File: src/rtl/eth_tx_framer_if.sv
// Buffer read port and MII transmit pins of the Ethernet transmit framer.
// master: framer side (drives address/ack and the MII nibble bus).
// slave: buffer/PHY side (returns read data and the PHY error strobe).
interface eth_tx_framer_if;
  logic [31:0] TX_data_I;
  logic        TX_read_ack_O;
  logic [23:0] Address_O;
  logic        TX_ERROR_P;
  logic [3:0]  TX_DATA_P;
  logic        TX_ENABLE_P;

  modport master (
    input  TX_data_I, TX_ERROR_P,
    output TX_read_ack_O, Address_O, TX_DATA_P, TX_ENABLE_P
  );

  modport slave (
    output TX_data_I, TX_ERROR_P,
    input  TX_read_ack_O, Address_O, TX_DATA_P, TX_ENABLE_P
  );
endinterface

File: src/rtl/eth_tx_framer.sv
// MII transmit framer: streams a buffer word range as back-to-back Ethernet frames (or one pause frame).
// Latency: first preamble nibble IFG_NIBBLES cycles after the start edge; one nibble per clock_25 cycle.
// Backpressure: none; the buffer must return TX_data_I for Address_O within 8 cycles of each ack.
// Optional: define ETH_TX_STATS_EN to add the Frame_count_O frame counter.
module eth_tx_framer #(
  parameter int          PAYLOAD_WORDS = 256,
  parameter int          IFG_NIBBLES   = 24,
  parameter logic [47:0] SRC_MAC       = 48'h00_0A_35_00_00_01,
  parameter int          MIN_WORDS     = 10
) (
  input  logic        clock_25,
  input  logic        resetn,
  input  logic        Start_send_I,
  input  logic        Start_pause_I,
  input  logic [47:0] Dest_MAC_I,
  input  logic [15:0] Type_I,
  input  logic [23:0] Range_begin_I,
  input  logic [23:0] Range_end_I,
  eth_tx_framer_if.master bus,
  output logic        Active_tx_O,
`ifdef ETH_TX_STATS_EN
  output logic [15:0] Frame_count_O,
`endif
  output logic        Error_O
);

  typedef enum logic [3:0] {
    S_IDLE, S_IFG, S_PRE, S_SFD, S_DST, S_SRC, S_TYPE, S_RANGE, S_PAYLOAD, S_PAD, S_CRC
  } state_t;

  localparam logic [24:0] PW25 = 25'(PAYLOAD_WORDS);
  localparam logic [8:0]  PW9  = 9'(PAYLOAD_WORDS);
  localparam logic [8:0]  MINW = 9'(MIN_WORDS);

  state_t      state, state_nxt;
  logic [11:0] cnt, state_len;
  logic        last_nib, tx_en, ack;
  logic [3:0]  nib;
  logic        send_prev, pause_prev, send_edge, pause_edge, range_bad, more;
  logic [47:0] dst_mac;
  logic [15:0] eth_type;
  logic [23:0] rng_begin, rng_end, frm_first, frm_last;
  logic [24:0] cur, rem_words;
  logic        is_pause, error_r;
  logic [8:0]  n_words, n_calc, pad_words;
  logic [31:0] word_reg, pay_word, crc, crc_sh;

  // Pick nibble idx (0..11) of a 6-byte field: MSB byte first, low nibble of each byte first.
  function automatic logic [3:0] nib48(input logic [47:0] v, input logic [3:0] idx);
    logic [47:0] s;
    s = v << {idx[3:1], 3'b000};
    return idx[0] ? s[47:44] : s[43:40];
  endfunction

  // One nibble of reflected CRC-32 (poly 0xEDB88320), bit 0 of the nibble first.
  function automatic logic [31:0] crc_step(input logic [31:0] c, input logic [3:0] d);
    logic [31:0] r;
    r = c ^ {28'h0, d};
    for (int i = 0; i < 4; i++) r = r[0] ? ((r >> 1) ^ 32'hEDB88320) : (r >> 1);
    return r;
  endfunction

  assign send_edge  = Start_send_I & ~send_prev;
  assign pause_edge = Start_pause_I & ~pause_prev;
  assign range_bad  = Range_end_I < Range_begin_I;
  assign more       = !is_pause && ({1'b0, rng_end} >= cur);
  // 25-bit so a full 000000..FFFFFF range does not wrap.
  assign rem_words  = {1'b0, rng_end} - cur + 25'd1;
  assign n_calc     = (rem_words > PW25) ? PW9 : rem_words[8:0];
  assign pad_words  = MINW - n_words;

  // State register; reset abandons any job mid-frame.
  always_ff @(posedge clock_25 or negedge resetn) begin
    if (!resetn) state <= S_IDLE;
    else         state <= state_nxt;
  end

  // Per-state nibble count, next state and MII/ack outputs.
  always_comb begin
    state_nxt = state;
    state_len = 12'd0;
    nib       = 4'h0;
    tx_en     = 1'b0;
    ack       = 1'b0;
    crc_sh    = (~crc) >> {cnt[2:0], 2'b00};
    // The first nibble of a word comes straight from the buffer; the rest from the latched copy.
    pay_word  = (cnt[2:0] == 3'd0) ? bus.TX_data_I : word_reg;
    case (state)
      S_IFG:     state_len = 12'(IFG_NIBBLES - 1);
      S_PRE:     begin state_len = 12'd14; tx_en = 1'b1; nib = 4'h5; end
      S_SFD:     begin state_len = 12'd0;  tx_en = 1'b1; nib = 4'hD; end
      S_DST:     begin state_len = 12'd11; tx_en = 1'b1; nib = nib48(dst_mac, cnt[3:0]); end
      S_SRC:     begin state_len = 12'd11; tx_en = 1'b1; nib = nib48(SRC_MAC, cnt[3:0]); end
      S_TYPE:    begin state_len = 12'd3;  tx_en = 1'b1; nib = nib48({32'h0, eth_type}, cnt[3:0] + 4'd8); end
      S_RANGE:   begin state_len = 12'd11; tx_en = 1'b1; nib = nib48({frm_first, frm_last}, cnt[3:0]); end
      S_PAYLOAD: begin
        state_len = {n_words, 3'b000} - 12'd1;
        tx_en     = 1'b1;
        nib       = nib48({16'h0, pay_word}, {1'b0, cnt[2:0]} + 4'd4);
        ack       = (cnt[2:0] == 3'd0);
      end
      S_PAD:     begin state_len = {pad_words, 3'b000} - 12'd1; tx_en = 1'b1; end
      S_CRC:     begin state_len = 12'd7; tx_en = 1'b1; nib = crc_sh[3:0]; end
      default:   state_len = 12'd0;
    endcase
    last_nib = (cnt == state_len);
    case (state)
      S_IDLE:    if ((send_edge && !range_bad) || (!send_edge && pause_edge)) state_nxt = S_IFG;
      S_IFG:     if (last_nib) state_nxt = S_PRE;
      S_PRE:     if (last_nib) state_nxt = S_SFD;
      S_SFD:     state_nxt = S_DST;
      S_DST:     if (last_nib) state_nxt = S_SRC;
      S_SRC:     if (last_nib) state_nxt = S_TYPE;
      S_TYPE:    if (last_nib) state_nxt = S_RANGE;
      S_RANGE:   if (last_nib) state_nxt = (n_words == 9'd0) ? S_PAD : S_PAYLOAD;
      S_PAYLOAD: if (last_nib) state_nxt = (n_words < MINW) ? S_PAD : S_CRC;
      S_PAD:     if (last_nib) state_nxt = S_CRC;
      S_CRC:     if (last_nib) state_nxt = more ? S_IFG : S_IDLE;
      default:   state_nxt = S_IDLE;
    endcase
  end

  // Job latching, frame sizing, read pointer, CRC accumulation and sticky error.
  always_ff @(posedge clock_25 or negedge resetn) begin
    if (!resetn) begin
      cnt <= '0; send_prev <= 1'b0; pause_prev <= 1'b0;
      dst_mac <= '0; eth_type <= '0; rng_begin <= '0; rng_end <= '0;
      frm_first <= '0; frm_last <= '0; cur <= '0; n_words <= '0;
      is_pause <= 1'b0; error_r <= 1'b0; word_reg <= '0; crc <= '1;
    end else begin
      send_prev  <= Start_send_I;
      pause_prev <= Start_pause_I;
      cnt <= (state_nxt != state || state == S_IDLE) ? 12'd0 : cnt + 12'd1;
      if (state == S_IDLE) begin
        if (send_edge) begin
          if (range_bad) error_r <= 1'b1;
          else begin
            error_r <= 1'b0; is_pause <= 1'b0; cur <= {1'b0, Range_begin_I};
            dst_mac <= Dest_MAC_I; eth_type <= Type_I;
            rng_begin <= Range_begin_I; rng_end <= Range_end_I;
          end
        end else if (pause_edge) begin
          is_pause <= 1'b1; dst_mac <= Dest_MAC_I; eth_type <= Type_I;
          rng_begin <= Range_begin_I; rng_end <= Range_end_I;
        end
      end
      if (state == S_IFG && last_nib) begin
        if (is_pause) begin
          n_words <= 9'd0; frm_first <= rng_begin; frm_last <= rng_end;
        end else begin
          n_words <= n_calc; frm_first <= cur[23:0];
          frm_last <= cur[23:0] + 24'(n_calc) - 24'd1;
        end
      end
      if (ack) begin
        word_reg <= bus.TX_data_I;
        cur      <= cur + 25'd1;
      end
      if (state == S_SFD) crc <= 32'hFFFFFFFF;
      else if (state inside {S_DST, S_SRC, S_TYPE, S_RANGE, S_PAYLOAD, S_PAD}) crc <= crc_step(crc, nib);
      if (tx_en && bus.TX_ERROR_P) error_r <= 1'b1;
    end
  end

`ifdef ETH_TX_STATS_EN
  logic [15:0] frame_cnt;
  // Count frames whose CRC has been fully emitted; wraps naturally.
  always_ff @(posedge clock_25 or negedge resetn) begin
    if (!resetn)                     frame_cnt <= '0;
    else if (state == S_CRC && last_nib) frame_cnt <= frame_cnt + 16'd1;
  end
  assign Frame_count_O = frame_cnt;
`endif

  assign bus.TX_DATA_P     = nib;
  assign bus.TX_ENABLE_P   = tx_en;
  assign bus.TX_read_ack_O = ack;
  assign bus.Address_O     = cur[23:0];
  assign Active_tx_O       = (state != S_IDLE);
  assign Error_O           = error_r;

endmodule

File: src/flat_wrapper.sv
// flat-port wrapper written by rule: the top's interface ports become plain ports
module eth_tx_framer_flat 
#(
  parameter int          PAYLOAD_WORDS = 256,
  parameter int          IFG_NIBBLES   = 24,
  parameter logic [47:0] SRC_MAC       = 48'h00_0A_35_00_00_01,
  parameter int          MIN_WORDS     = 10
)
  (clock_25, resetn, Start_send_I, Start_pause_I, Dest_MAC_I, Type_I, Range_begin_I, Range_end_I, Active_tx_O, Error_O, bus_TX_data_I, bus_TX_ERROR_P, bus_TX_read_ack_O, bus_Address_O, bus_TX_DATA_P, bus_TX_ENABLE_P);
  eth_tx_framer_if bus_i ();
  input  logic clock_25;
  input  logic resetn;
  input  logic Start_send_I;
  input  logic Start_pause_I;
  input  logic [47:0] Dest_MAC_I;
  input  logic [15:0] Type_I;
  input  logic [23:0] Range_begin_I;
  input  logic [23:0] Range_end_I;
  output logic Active_tx_O;
  output logic Error_O;
  input wire logic [$bits(bus_i.TX_data_I)-1:0] bus_TX_data_I;
  input wire logic [$bits(bus_i.TX_ERROR_P)-1:0] bus_TX_ERROR_P;
  output wire logic [$bits(bus_i.TX_read_ack_O)-1:0] bus_TX_read_ack_O;
  output wire logic [$bits(bus_i.Address_O)-1:0] bus_Address_O;
  output wire logic [$bits(bus_i.TX_DATA_P)-1:0] bus_TX_DATA_P;
  output wire logic [$bits(bus_i.TX_ENABLE_P)-1:0] bus_TX_ENABLE_P;
  assign bus_i.TX_data_I = bus_TX_data_I;
  assign bus_i.TX_ERROR_P = bus_TX_ERROR_P;
  assign bus_TX_read_ack_O = bus_i.TX_read_ack_O;
  assign bus_Address_O = bus_i.Address_O;
  assign bus_TX_DATA_P = bus_i.TX_DATA_P;
  assign bus_TX_ENABLE_P = bus_i.TX_ENABLE_P;
  eth_tx_framer #(.PAYLOAD_WORDS(PAYLOAD_WORDS), .IFG_NIBBLES(IFG_NIBBLES), .SRC_MAC(SRC_MAC), .MIN_WORDS(MIN_WORDS)) u_core (.clock_25(clock_25), .resetn(resetn), .Start_send_I(Start_send_I), .Start_pause_I(Start_pause_I), .Dest_MAC_I(Dest_MAC_I), .Type_I(Type_I), .Range_begin_I(Range_begin_I), .Range_end_I(Range_end_I), .bus(bus_i), .Active_tx_O(Active_tx_O), .Error_O(Error_O));
endmodule
File: config.mk
export PLATFORM = sky130hd
export DESIGN_NAME = eth_tx_framer_flat
export DESIGN_NICKNAME = d
export VERILOG_FILES = /design/src/rtl/eth_tx_framer_if.sv /design/src/rtl/eth_tx_framer.sv /design/src/flat_wrapper.sv
export SDC_FILE = /design/constraint.sdc
export NUM_CORES = 1
export LEC_CHECK = 0
export BUFFER_PORTS_ARGS = -buffer_cell sky130_fd_sc_hd__buf_2
export CAP_MARGIN = 15
export CORE_MARGIN = 2
export CORE_UTILIZATION = 65
export DETAILED_ROUTE_END_ITERATION = 12
export PLACE_DENSITY = 0.95
export SLEW_MARGIN = 20
export SYNTH_ARGS = -nofsm -noshare
export SYNTH_HDL_FRONTEND = slang
export SYNTH_SLANG_ARGS = --single-unit
File: constraint.sdc
create_clock -name clock_25 -period 17 [get_ports clock_25]
set_input_delay 1.7 -clock clock_25 [delete_from_list [all_inputs] [get_ports clock_25]]
set_output_delay 1.7 -clock clock_25 [all_outputs]
set_load 0.02 [all_outputs]
==> out/qor.yml, run 1 <==
outcome:
  status: "complete, no violations"
route:
  vias: 16740
  route.detailed.wl_per_inst_um: 22.65
  ant_nets: 0
  vias_per_cell: 6.654
  drc: 0
  drtPass1Iterations: 7
  drtIter0Drc: 2054
  detail_route.wirelength_um: 57000
synthesis:
  synth_area_leaders: "dfrtp_1, ha_1, mux2_2, nand2_1, dfstp_2"
  avgSynthCellArea_um2: 9.496
  synth_xor_area_frac: 0.04699
  synth-main-ff-cell: "dfrtp_1"
  ys_ff_latch: 278
  syn-instance-count: 2002
  yosysTopAreaCellShare: 0.3238
  synth_edf_count: 0
  ys_warn_count: 0
  synthMuxAreaShare: 0.1288
  ys_types: 91
  synth-adder-area-share: 0.09622
  syn_nets: 2290
  synthSimpleGateAreaFrac: 0.1432
  syn_area_um2: 19010
  synth_top_family_by_area: "compound AO/OA/AOI/OAI gates"
  synth-compound-area-share: 0.1610
  yosys.area.top_type: "dfrtp_1"
  seq_area_frac_synth: 0.3680
  postSynth.asyncResetShare: 1.000
setup_path:
  crit_type: "reg -> reg"
  reg2reg_to: "u_core.frm_last[20]"
  required_ps: 17440
  path_max_fanout: 11
  endpoint: "u_core.frm_last[20]"
  critPathCaptureType: "flip-flop"
  worst_setup_path_start_kind: "flip-flop"
  r2r-start: "u_core.cur[2]"
  arrival_ps: 7660
  rrSetupSlack_ps: 9780
  r2r_cells: 26
  cp-startpoint: "u_core.cur[2]"
place:
  dp_hpwl_um: 39730
  place_congestion: 0.9940
  pre_cts_ws_ps: 10020
  portBuffers: 180
  placed_area_um2: 19930
clock_tree:
  cts_tree: "done"
  cts_setup_buffers: 0
  cts_buffer_depth: 3
  numClockSinks: 278
  cts_resized: 0
  htree_levels: 1
  worstSkewPairLatency_ps: 570
  clkSlewWorstSetupHoldPaths_ps: 70
  clk_root_buffer_cell: "clkbuf_16"
  cts_made_buffers: 30
  cts_hold_buf: 0
sta:
  final_hold_viol_count: 0
  worstMarginPinSlew_ps: 1217
  min_period_ps: 7222
  timing.fmax_ghz: 0.1385
  final_max_slew_viol_count: 0
  rsz0062_at_grt: "no"
  relSlewSlack: 0.1887
  fin_skew_ps: 11.65
  setup_viol: 0
  tns_ps: 0
  fin_ws_ps: 9778
  hold_ws_ps: 484.0
  timing.final.crit_share: 0.4248
power:
  peakVddDrop_uv: 168.2
  power_density_nw_per_um2: 240.0
  cellLeakagePower_uw: 0.009581
layout:
  largest_register_ffs: 48
  drive_gt1_frac: 0.2194
  syn_to_final_growth_pct: 10.18
  nNetsFinal: 2394
  post-route-util: 0.7279
  finish.instance_area_um2: 20950
floorplan:
  die_h_um: 175.0
  coreArea_um2: 28780
  floorplan.initialDensity: 0.6606
  die_area_um2: 30630
  chipWidth_um: 175.0
  rows: 62
  ios: 181
flow_run:
  cap_violations: 0
grt:
  grt_max_degree: 175
  grt_pass1_wl_um: 89860
  antenna_found_initial: 3
  grt_pass1_vias: 16810
  overflow: 0
  grt_usage: 0.3673
worst_hold_path:
  holdCritPathClass: "reg -> reg"
==> cells by family after synthesis <==
family                     after synthesis
AOI/OAI and AO/OA                      466
xor gates and xnor gates                96
adders and majority gates              139
buffers and inverters                  239
DFF                                    278
muxes                                  200
and+or+nand+nor                        584
==> how the worst min path moves through the flow <==
stage                             start             endpoint  slack (ps)  cells past startpoint
floorplan            u_core.word_reg[0]   u_core.word_reg[0]         440                      2
CTS                  u_core.word_reg[0]   u_core.word_reg[0]         480                      2
detailed placement  u_core.word_reg[17]  u_core.word_reg[17]         460                      2
global placement    u_core.word_reg[19]  u_core.word_reg[19]         450                      2
finish               u_core.word_reg[1]   u_core.word_reg[1]         480                      2
global route        u_core.word_reg[31]  u_core.word_reg[31]         500                      2
==> per-stage QoR <==
step	power [µW]	instances
6_report	5028	2516
5_1_grt	5308	2516
4_1_cts	4932	2513
3_5_place_dp	4189	2458
3_3_place_gp	4068	2458
2_1_floorplan	3449	2002
==> synthesized netlist by cell type, drive strengths merged, types with 23 or more instances <==
cell / instances
a21o: 24
a21oi: 122
buf: 67
clkbuf: 55
dfrtp: 246
dfstp: 32
ha: 127
inv: 114
mux2: 137
mux2i: 41
nand2: 251
nand2b: 28
nand3: 37
nor2: 128
nor2b: 26
nor3: 23
o21ai: 120
xnor2: 48
xor2: 48
==> worst max-delay path, cell delays in order (launching register included) <==
cell	delay, ps
dfrtp_1	420
inv_1	110
ha_1	370
ha_1	340
a211oi_1	340
o21ai_0	190
a221o_1	400
o31ai_2	490
a21oi_1	180
o311ai_0	460
o31ai_1	150
nor4_1	190
buf_4	240
nand2_1	80
ha_1	320
inv_1	60
ha_1	280
a21o_1	180
a21o_1	200
a21o_1	200
o31a_1	260
o41a_1	420
a311oi_1	400
o31ai_1	170
xnor2_1	160
o21ai_0	110
mux2_1	360
==> metal layers <==
metal	part of all wire	up-vias	GRT usage
met5	0	-	0
met2	0.48	1054	0.6207
met4	0.057	0	0.1792
li1	-	7304	-
met3	0.087	270	0.05896
met1	0.38	8113	0.4610
==> power by group <==
part           switching (µW)  internal [µW]  leakage, µW
sequential                290            987      0.00329
clock                     282            396     0.000503
combinational            1810           1260      0.00579
total                    2380           2650      0.00958
==> final cells by class <==
type	count	area, µm²
Inverter	117	439.2
Timing Repair Buffer	194	1028
Fill cell	1835	7833
Sequential cell	278	6999
Antenna cell	3	7.507
Clock inverter	15	163.9
Tap cell	384	480.5
Multi-Input combinational cell	1485	10980
Clock buffer	40	849.6
==> layout by cell type, fill, tap and decap left out, types with 40 or more instances in the layout <==
| cell type | Yosys | layout |
|---|---|---|
| ha_1 | 127 | 127 |
| o21ai_0 | 80 | 80 |
| dfrtp_1 | 246 | 244 |
| xnor2_1 | 45 | 45 |
| buf_2 | 32 | 179 |
| nor2_1 | 128 | 127 |
| a21oi_1 | 122 | 122 |
| mux2i_1 | 41 | 41 |
| o21ai_1 | 40 | 40 |
| inv_1 | 113 | 113 |
| xor2_1 | 44 | 44 |
| mux2_2 | 135 | 135 |
| nand2_1 | 251 | 251 |
Power figures use the tool's default switching activity.
==> inputs of run 2 (changes only) <==
Settings changed: CORE_UTILIZATION 65 to 61, PLACE_DENSITY 0.95 to 0.92.
Clock period 17 ns to 6.75 ns, I/O delays scaled along.
==> out/qor.yml, run 2 (same netlist as run 1, synthesis figures left out) <==
grt:
  overflow: 0  # unchanged
  grt_usage: 0.3502  # was 0.3673
  grt_pass1_wl_um: 91610  # was 89860 µm
  antenna_found_initial: 5  # was 3
  grt_pass1_vias: 16740  # was 16810
  grt_max_degree: 135  # was 175
route:
  drtPass1Iterations: 6  # was 7
  route.detailed.wl_per_inst_um: 23.05  # was 22.65 µm
  drtIter0Drc: 1919  # was 2054
  vias: 16960  # was 16740
  vias_per_cell: 6.604  # was 6.654
  drc: 0  # unchanged
  detail_route.wirelength_um: 59180  # was 57000 µm
  ant_nets: 0  # unchanged
setup_path:
  rrSetupSlack_ps: 160  # was 9780 ps
  cp_slowest_cell: "or4_4"  # was o31ai_2
  required_ps: 7190  # was 17440 ps
  arrival_ps: 7040  # was 7660 ps
  path_max_fanout: 6  # was 11
  r2r_cells: 30  # was 26
  r2r-start: "u_core.cur[1]"  # was u_core.cur[2]
  critical_path.max_stage_delay_ps: 560  # was 490 ps
  reg2reg_to: "u_core.frm_last[21]"  # was u_core.frm_last[20]
  cp_common_cell: "inv_1"  # was ha_1
  path_delay_family: "compound AO/OA/AOI/OAI gates"  # unchanged
  cp.buffers_inverters: 7  # was 3
  crit_type: "reg -> reg"  # unchanged
  worst_setup_path_start_kind: "flip-flop"  # unchanged
  critPathCaptureType: "flip-flop"  # unchanged
floorplan:
  die_h_um: 180.5  # was 175.0 µm
  ios: 181  # unchanged
  chipWidth_um: 180.5  # was 175.0 µm
  coreArea_um2: 30670  # was 28780 µm²
  rows: 64  # was 62
  die_area_um2: 32590  # was 30630 µm²
  floorplan.initialDensity: 0.6199  # was 0.6606
sta:
  timing.final.crit_share: 0.9767  # was 0.4248
  timing.fmax_ghz: 0.1517  # was 0.1385 GHz
  fin_skew_ps: 12.81  # was 11.65 ps
  min_period_ps: 6593  # was 7222 ps
  relSlewSlack: 0.1615  # was 0.1887
  final_hold_viol_count: 0  # unchanged
  worstMarginPinSlew_ps: 1246  # was 1217 ps
  final_max_slew_viol_count: 0  # unchanged
  setup_viol: 0  # unchanged
  hold_ws_ps: 65.94  # was 484.0 ps
power:
  peakVddDrop_uv: 388.0  # was 168.2 µV
  power_density_nw_per_um2: 619.7  # was 240.0 nW/µm²
  p_total_uw: 13320  # was 5028 µW
  cellLeakagePower_uw: 0.009768  # was 0.009581 µW
layout:
  drive_gt1_frac: 0.2528  # was 0.2194
  layout_common_cells: "nand2_1, dfrtp_1, buf_2, mux2_2, nor2_1"  # was nand2_1, dfrtp_1, buf_2, mux2_2
  nNetsFinal: 2432  # was 2394
  syn_to_final_growth_pct: 13.07  # was 10.18%
  final_common_cell: "nand2_1"  # unchanged
  largest_register_ffs: 48  # unchanged
outcome:
  status: "complete, no violations"  # unchanged
clock_tree:
  worstSkewPairLatency_ps: 580  # was 570 ps
  htree_levels: 1  # unchanged
  cts_tree: "done"  # unchanged
  clk_root_buffer_cell: "clkbuf_16"  # unchanged
  cts_made_buffers: 30  # unchanged
  cts_buffer_depth: 3  # unchanged
  numClockSinks: 278  # unchanged
  clkSlewWorstSetupHoldPaths_ps: 70  # about the same
worst_hold_path:
  holdCritPathClass: "in -> async"  # was reg -> reg
place:
  place_congestion: 0.9648  # was 0.9940
  dp_hpwl_um: 41850  # was 39730 µm
  portBuffers: 180  # unchanged
flow_run:
  cap_violations: 0  # unchanged
-- run 2: changes by cell type in the layout (fill, tap and decap cells not counted), sizes merged --
| cell | before | now |
|---|---|---|
| buf | 194 | 231 |
| bufinv | 3 | 2 |
| clkbuf | 40 | 43 |
| clkdlybuf4s15 | 0 | 1 |
| clkinv | 13 | 9 |
| clkinvlp | 1 | 3 |
| diode | 3 | 4 |
| inv | 115 | 116 |
-- run 2: area by class of cell --
class                      count  area, µm²
antenna                        4      10.01
sequential                   278       7003
timing repair buffer         232       1318
clock buffer                  43      879.6
clock inverter                13      140.1
multi-input combinational   1485      11210
inverter                     117      439.2
fill                        2138       9173
tap                          396      495.5
-- run 2: through the flow --
step           setup TNS (ps)  worst slack, ps  cells    util  area [µm²]
2_1_floorplan               0            612.4   2002       -       19010
3_3_place_gp                0            31.58   2495  0.6563       20130
3_5_place_dp           -203.5           -117.0   2495  0.6563       20130
4_1_cts                     0            1.676   2553  0.6906       21180
5_1_grt                -316.6           -110.0   2568  0.7009       21500
6_report                    0            157.0   2568  0.7009       21500
-- run 2: power by group --
| group | total (µW) | internal [µW] | switching (µW) |
|---|---|---|---|
| sequential | 3170 | 2490 | 686 |
| clock | 1710 | 984 | 728 |
| combinational | 8440 | 3480 | 4950 |
-- run 2: repair_timing --
action / 4_1_cts / 5_1_grt
setup endpoints to repair: 6 / 13
setup buffers: 2 / 10
resized for setup: 4 / 51
hold buffers: 0 / 0
cloned: 0 / 1
pin swaps: 1 / 16
-- run 2: worst max-delay path by stage --
stage,start,end,cells past startpoint
floorplan,u_core.cur[9],u_core.frm_last[20],26
global placement,u_core.cur[2],u_core.frm_last[20],26
detailed placement,u_core.cur[2],u_core.frm_last[20],26
CTS,u_core.cur[1],u_core.frm_last[23],30
global route,u_core.cur[1],u_core.frm_last[21],30
finish,u_core.cur[1],u_core.frm_last[21],30
-- run 2: per-layer routing --
layer  track usage  share of wire  vias to the layer above
met5             0        0.00017                        -
met3       0.04911          0.083                      248
li1              -              -                     7388
met4        0.1535          0.053                        2
met1        0.4482           0.38                     8291
met2        0.5947           0.49                     1029
